--- src/rtl/csa_resolver.sv ---
// csa_resolver: sequential carry-save to binary resolver.
// Accepts one (sum, carry) redundant pair. Ripples carries with an
// XOR/AND iteration until the carry vector is empty. Returns the binary
// value over a valid/ready handshake.
module csa_resolver #(
   parameter int unsigned WIDTH = 4
) (
   input  logic                              clk,
   input  logic                              rst_n,
   input  logic                              in_valid,
   output logic                              in_ready,
   input  logic [WIDTH-1:0]                  sum_in,
   input  logic [WIDTH-1:0]                  cout_in,
   output logic                              out_valid,
   input  logic                              out_ready,
   output logic [WIDTH+1:0]                  result,
   output logic [$clog2(WIDTH+3)-1:0]        iters
);

   localparam int unsigned RW = WIDTH + 2;
   localparam int unsigned CW = $clog2(WIDTH + 3);
   localparam logic [CW-1:0] MAX_ITERS = CW'(WIDTH + 2);

   typedef enum logic [1:0] {
      ST_IDLE = 2'd0,
      ST_RUN  = 2'd1,
      ST_DONE = 2'd2
   } state_e;

   state_e        state_q, state_d;
   logic [RW-1:0] s_q, s_d;
   logic [RW-1:0] c_q, c_d;
   logic [CW-1:0] cnt_q, cnt_d;
   logic [RW-1:0] result_q, result_d;
   logic [CW-1:0] iters_q, iters_d;
   logic          out_valid_q, out_valid_d;
   logic          in_ready_q, in_ready_d;

   // State and datapath registers; reset parks the FSM in IDLE and drops any in-flight pair
   always_ff @(posedge clk or negedge rst_n) begin
      if (!rst_n) begin
         state_q     <= ST_IDLE;
         s_q         <= '0;
         c_q         <= '0;
         cnt_q       <= '0;
         result_q    <= '0;
         iters_q     <= '0;
         out_valid_q <= 1'b0;
         in_ready_q  <= 1'b1;
      end else begin
         state_q     <= state_d;
         s_q         <= s_d;
         c_q         <= c_d;
         cnt_q       <= cnt_d;
         result_q    <= result_d;
         iters_q     <= iters_d;
         out_valid_q <= out_valid_d;
         in_ready_q  <= in_ready_d;
      end
   end

   // Next-state and carry-propagation step
   always_comb begin
      state_d  = state_q;
      s_d      = s_q;
      c_d      = c_q;
      cnt_d    = cnt_q;
      result_d = result_q;
      iters_d  = iters_q;

      unique case (state_q)
         ST_IDLE: begin
            if (in_valid) begin
               s_d     = RW'(sum_in);
               c_d     = {1'b0, cout_in, 1'b0};
               cnt_d   = '0;
               state_d = ST_RUN;
            end
         end
         ST_RUN: begin
            if (c_q == '0) begin
               result_d = s_q;
               iters_d  = cnt_q;
               state_d  = ST_DONE;
            end else if (cnt_q == MAX_ITERS) begin
               // Unreachable for legal inputs; bounds latency regardless
               result_d = s_q;
               iters_d  = cnt_q;
               state_d  = ST_DONE;
            end else begin
               s_d   = s_q ^ c_q;
               c_d   = (s_q & c_q) << 1;
               cnt_d = cnt_q + CW'(1);
            end
         end
         ST_DONE: begin
            if (out_ready) begin
               state_d = ST_IDLE;
            end
         end
         default: begin
            state_d = ST_IDLE;
         end
      endcase

      out_valid_d = (state_d == ST_DONE);
      in_ready_d  = (state_d == ST_IDLE);
   end

   assign in_ready  = in_ready_q;
   assign out_valid = out_valid_q;
   assign result    = result_q;
   assign iters     = iters_q;

   // Carries must drain within WIDTH+2 iterations
   a_guard_unreachable : assert property (
      @(posedge clk) disable iff (!rst_n)
      !((state_q == ST_RUN) && (c_q != '0) && (cnt_q == MAX_ITERS))
   );

endmodule
--- config.mk ---
export PLATFORM = sky130hd
export DESIGN_NAME = csa_resolver
export DESIGN_NICKNAME = d
export VERILOG_FILES = /design/src/rtl/csa_resolver.sv
export SDC_FILE = /design/constraint.sdc
export NUM_CORES = 1
export LEC_CHECK = 0
export ABC_AREA = 0
export CORE_MARGIN = 1.5
export CORE_UTILIZATION = 35
export DETAILED_ROUTE_END_ITERATION = 10
export MAX_ROUTING_LAYER = met4
export SLEW_MARGIN = 5
export SYNTH_ARGS = -nofsm -noshare
export SYNTH_HDL_FRONTEND = slang
export SYNTH_SLANG_ARGS = --single-unit
--- constraint.sdc ---
create_clock -name clk -period 3.2 [get_ports clk]
set_clock_uncertainty 0.2 [all_clocks]
set_input_delay 0.8 -clock clk [delete_from_list [all_inputs] [get_ports clk]]
set_output_delay 0.8 -clock clk [all_outputs]
set_load 0.05 [all_outputs]
Yosys cells after proc, flatten, opt, wreduce, memory -nomap -nowiden
Index checks and enable logic that the tools add are counted.
- bits in registers: 28
- input port bits: 12
- output and inout port bits: 11
- logic and storage cells: 46
- $add $sub $neg: 1
- eq/ne operators: 7
- muxes and demuxes: 21
- bitwise operators: 2
- reduce and logical (&&, ||, !) cells: 7
- operator list (kind ; count):
    6-bit 2-to-1 mux ; 8
    6-bit case mux with 2 select lines ; 2
    3-bit 2-to-1 mux ; 5
    2-bit 2-to-1 mux ; 4
    6-bit zero test ; 1
    2-bit != test, second input constant ; 3
    2-bit case mux with 3 select lines ; 1
    3-bit case mux with 2 select lines ; 1
    6-bit bitwise XOR ; 1
    5-bit AND ; 1
    2-bit == test, second input constant ; 2
    2-bit zero test ; 2
    4-bit AND reduction ; 1
    2-bit nonzero test ; 2
    3-bit by 1-bit adder with 3-bit output, second input constant ; 1
    3-bit == test, second input constant ; 1
    2-bit by 1-bit == test with 1-bit output, second input constant ; 1
    2-bit AND reduction ; 1

Logic depth before layout (Yosys ltp)
- word-level depth: 5
- gate-level depth with buffers: 7
- mapped depth without buffers: 6

Least setup slack after synthesis
No wires, ideal clock.
- path type: register to register
- start: reg c_q[1]
- end: reg c_q[2]
- library setup time: 119 ps
- data arrival time: 1522 ps
- required time: 2881 ps
- path slack: 1359 ps
- cell stages (with the launch flop): 5
- buffers on the path: 0
- period minus slack after synthesis: 1841 ps
- cell sequence: dfrtp_1 -> or4_4 -> o211ai_4 -> nand2_1 -> o21a_1
- word-level cells in the longest chain between the ends: 4
- elaborated cells on any way between the ends: 7
- those cells by class: 1 x eq/ne; 3 x mux; 1 x bitwise; 2 x reduce/logical
- RTL lines (item ; RTL line ; text):
    start: declaration ; 32 ; logic [RW-1:0] c_q, c_d;
    start signal: assignment ; 44 ; c_q <= '0;
    start signal: assignment ; 53 ; c_q <= c_d;
    5-bit AND ; 92 ; c_d = (s_q & c_q) << 1;
    6-bit 2-to-1 mux ; 85 ; end else if (cnt_q == MAX_ITERS) begin
    6-bit 2-to-1 mux ; 81 ; if (c_q == '0) begin
    6-bit case mux with 2 select lines ; 71 ; unique case (state_q)
Several ways; a longest one is shown, not always the timed one. The select of a mux whose other input is x is not followed.
A chain may end at the register's enable or synchronous reset.

Worst setup path in the final report
- start: reg in_ready_q (netlist: in_ready)
- end: out in_ready
- RTL lines (item ; RTL line ; text):
    start: declaration ; 37 ; logic in_ready_q, in_ready_d;
    start signal: assignment ; 58 ; in_ready_q <= in_ready_d;
    end: declaration ; 11 ; output logic in_ready,
No word-level cell between the ends.

==> summary by stage <==
Logic synthesis
The synthesized flop and latch total is 27. The share of synthesized area in the top cell type comes to 53.4%. The mean instance size in the synthesized netlist is 12.4 µm². Summed over all instances, the cell type with the most area after synthesis is sky130_fd_sc_hd__dfrtp_1. In the synthesized netlist, the number of instances is 98. The mapped netlist covers 0.00122 mm². The number of nets in the synthesized netlist is 116. Counting distinct cell types in the post-synthesis netlist gives 22. After synthesis, the cell types taking the most area are sky130_fd_sc_hd__dfrtp_1, sky130_fd_sc_hd__mux2_2, sky130_fd_sc_hd__ha_1, sky130_fd_sc_hd__o22a_2, sky130_fd_sc_hd__o21a_1. The number of warning messages in the yosys log is 0. The sequential element share of the synthesized area is 55.5%.

Die
The initialized floorplan defines 21 standard-cell rows. The floorplan step set the die width to 62.0 µm. The core area is 0.00334 mm². The die covers 0.00384 mm². The effective utilization at floorplan is 36.5%. For this design the top-level I/O count stands at 23. The vertical extent of the die is 62.0 µm.

Timing
Across all setup checks in the final design, the least slack found is 0.562 ns. The final-layout setup total negative slack is 0 ns. Setup repair after global routing left no endpoint under its margin. The pin slew with the least headroom to its limit is 0.542 ns.

The worst path uses 82.4% of the clock period. The number of hold violations in the final report is 0. The final number of max-transition violations was 0. The worst hold slack after final layout is 0.305 ns. The relative slew slack is 63.8%.

The fmax is 379 MHz. The total of endpoints with negative setup slack in the final report is 0. After layout, the minimum clock period comes to 2.64 ns.

Clocking
In this run the number of H-tree levels came out at 1. The number of buffers on the longest clock path is 2. The clock-pin transition on the worst setup and hold timing paths is 0.13 ns. After clock tree synthesis, the setup repair step added 0 buffers. The clock net in this run drives a total of 27 sinks. The root cell of the clock tree is sky130_fd_sc_hd__clkbuf_4. The number of buffers inserted by hold repair at cts is 0.

The clock tree from TritonCTS is built. The number of gates resized after cts is 0. In this run, CTS created clock tree buffers numbering 3. The clock insertion delay at the later pin of the skew report is 0.32 ns.

Drt
The detailed-router iteration count before antenna repair is 3. The average wire per cell in the routed design is 12.5 µm. After detailed routing, the number of vias per cell comes to 4.73. The total via count in the routed design is 800. Summed over all layers, the routed wires come to 2110 µm.

The DRC marker count from the first detailed-route iteration is 28. The post-route DRC violation count is 0. The count of nets left with antenna violations once routing finished came out at 0.

Power
The power density over cell area is 1140 mW/mm². In this run the static leakage power is 0.649 nW. The net switching power figure is 748 µW. Of the total power, the clock network draws 8.2%. The relative contribution of combinational cells to total power is 54.9%. The sequential power share is 36.9%. The peak ir drop on the vdd network is 0.383 mV. The switching fraction of total power is 43.7%. The internal power contribution is 965 µW.

Critical path
Data arrives at the worst endpoint at 1.64 ns. The classification of the worst setup path is flip-flop to primary output. The number of cells on the worst reg-to-reg path is 4.

The endpoint class of the critical path is a primary output. STA classifies the critical path startpoint as a flip-flop. The startpoint identified for the worst register-to-register timing path is c_q[1]. The signal on the critical path passes through clkdlybuf4s50_1.

The register-to-register setup slack is 0.98 ns. The beginning of the critical path is in_ready. The largest individual stage delay along the critical path comes from the cell sky130_fd_sc_hd__clkdlybuf4s50_1.

The kind of cell with the highest combined delay on the critical path is buffers and inverters. Counting both buffers and inverters, the worst setup path holds a total of 1. At the worst endpoint, the required time is 2.20 ns. In this run the critical register-to-register path is captured at s_q[3].

For this run, the slowest stage of the critical path takes 0.78 ns. The highest net fanout along the worst path is 1.

Place
In this run, placement finished with an instance count of 165. Buffers placed on the I/O ports in this run total 22. Prior to clock tree synthesis, the placed netlist has a worst setup slack of 0.694 ns. The global placer's final weighted congestion is 0.728. Once detailed placement completed, the half-perimeter wirelength came to 1510 µm.

Flow run
The number of violations of the max-capacitance limit is 0.

Final layout
Once layout is complete, the cells apart from fillers number 169. The repair_antennas step left the layout with diodes totalling 0. The area growth from synthesis to layout is 23.7%. The sequential cells in the finished layout cover a total of 677 µm².

In the final layout, the multi-input gates occupy 508 µm². Of the cells placed in the final design, the portion with a size suffix greater than 1 is 19.5%. After filler insertion, the fill cell instance count of the layout stands at 331.

In the layout the commonest cells are sky130_fd_sc_hd__dfrtp_1, sky130_fd_sc_hd__clkdlybuf4s50_1, sky130_fd_sc_hd__nand2_1, sky130_fd_sc_hd__mux2_2. In the final design database the tool counted 142 nets. The most common cell after layout, fill and taps aside is sky130_fd_sc_hd__dfrtp_1.

Worst hold path
The type of the worst min-delay path is flip-flop to flip-flop. The cell depth of the worst hold path is 2. The worst hold path begins at iters[2]. The hold-critical path endpoint is iters[2].

Global route
The largest net degree at the start of global routing is 28. Summed over all layers, the global routing overflow is 0. The number of global-route vias before repair came to 787. The total global routing track utilization is 13.6%. The first global-routing pass estimated 3640 µm of wire.

The number of antenna violations at the first check in global routing is 0.

Outcome
The run finished with clean final reports.
[cell type report]
cell class                 count  area share, %
timing repair buffer          23           15.1
sequential                    27           44.9
multi-input combinational     66           33.7
inverter                       3          0.747
clock buffer                   4           1.74
tap                           46           3.82
[synth_stat cells]
cell type / instances
sky130_fd_sc_hd__dfstp_2: 1
sky130_fd_sc_hd__nand3_1: 7
sky130_fd_sc_hd__mux2_2: 9
sky130_fd_sc_hd__o21a_1: 7
sky130_fd_sc_hd__inv_1: 3
sky130_fd_sc_hd__nand2_1: 9
sky130_fd_sc_hd__nor2_1: 5
sky130_fd_sc_hd__dfrtp_1: 26
sky130_fd_sc_hd__ha_1: 6
sky130_fd_sc_hd__o211ai_4: 1
sky130_fd_sc_hd__o211ai_1: 1
sky130_fd_sc_hd__o21ai_0: 6
sky130_fd_sc_hd__buf_6: 2
sky130_fd_sc_hd__nand2_2: 1
sky130_fd_sc_hd__o22a_2: 6
sky130_fd_sc_hd__mux2i_1: 1
sky130_fd_sc_hd__nand2b_1: 1
sky130_fd_sc_hd__o311ai_0: 1
sky130_fd_sc_hd__o21ai_2: 1
sky130_fd_sc_hd__o31ai_1: 2
sky130_fd_sc_hd__or4_4: 1
sky130_fd_sc_hd__nor2b_1: 1
[cells by family (layout without fill, tap and decap cells)]
family	count (synthesis)	count (layout)	synth area share (%)
flops	27	27	55.5
compound gates	25	25	16.7
simple gates	25	25	9.65
mux	10	10	9.14
fa+ha+maj	6	6	6.16
buf+inv	5	30	2.77
[power groups by stage]
stage	clock network [mW]	logic [mW]	registers, mW
after floorplan	0	0.526	0.840
after global placement	0	0.930	0.639
after detailed placement	0	0.953	0.645
after CTS	0.153	0.954	0.636
after global routing	0.166	1.04	0.659
final	0.141	0.940	0.632
[flip-flops by register name, indices dropped and copies added (netlist names)]
register / cells
iters: 3
out_valid: 1
s_q: 6
result: 6
cnt_q: 3
c_q: 5
state_q: 2
in_ready: 1
[metal layers]
layer | routed length [µm] | part of all wire [%] | global-route usage, %
met1 | 1010 | 48 | 18.0
met2 | 1010 | 48 | 20.7
met3 | 53 | 2.5 | 1.86
met4 | 40 | 1.9 | 6.38
met5 | 0 | 0 | -
[metrics by stage]
step                utilization (%)  power (mW)  area (µm²)
floorplan                         -        1.37        1220
global placement               44.4        1.57        1480
detailed placement             44.4        1.60        1480
CTS                            45.2        1.74        1510
global route                   45.2        1.87        1510
finish                         45.2        1.71        1510
[worst max-delay path by stage]
stage / end / slack (ns) / cells past startpoint
after global routing: in_ready / 0.48 / 1
after detailed placement: s_q[3] / 0.69 / 4
final: in_ready / 0.56 / 1
after global placement: s_q[3] / 0.74 / 4
after CTS: in_ready / 0.55 / 1
after floorplan: c_q[2] / 1.36 / 4
Note: power is estimated with default switching activity, not from simulation.
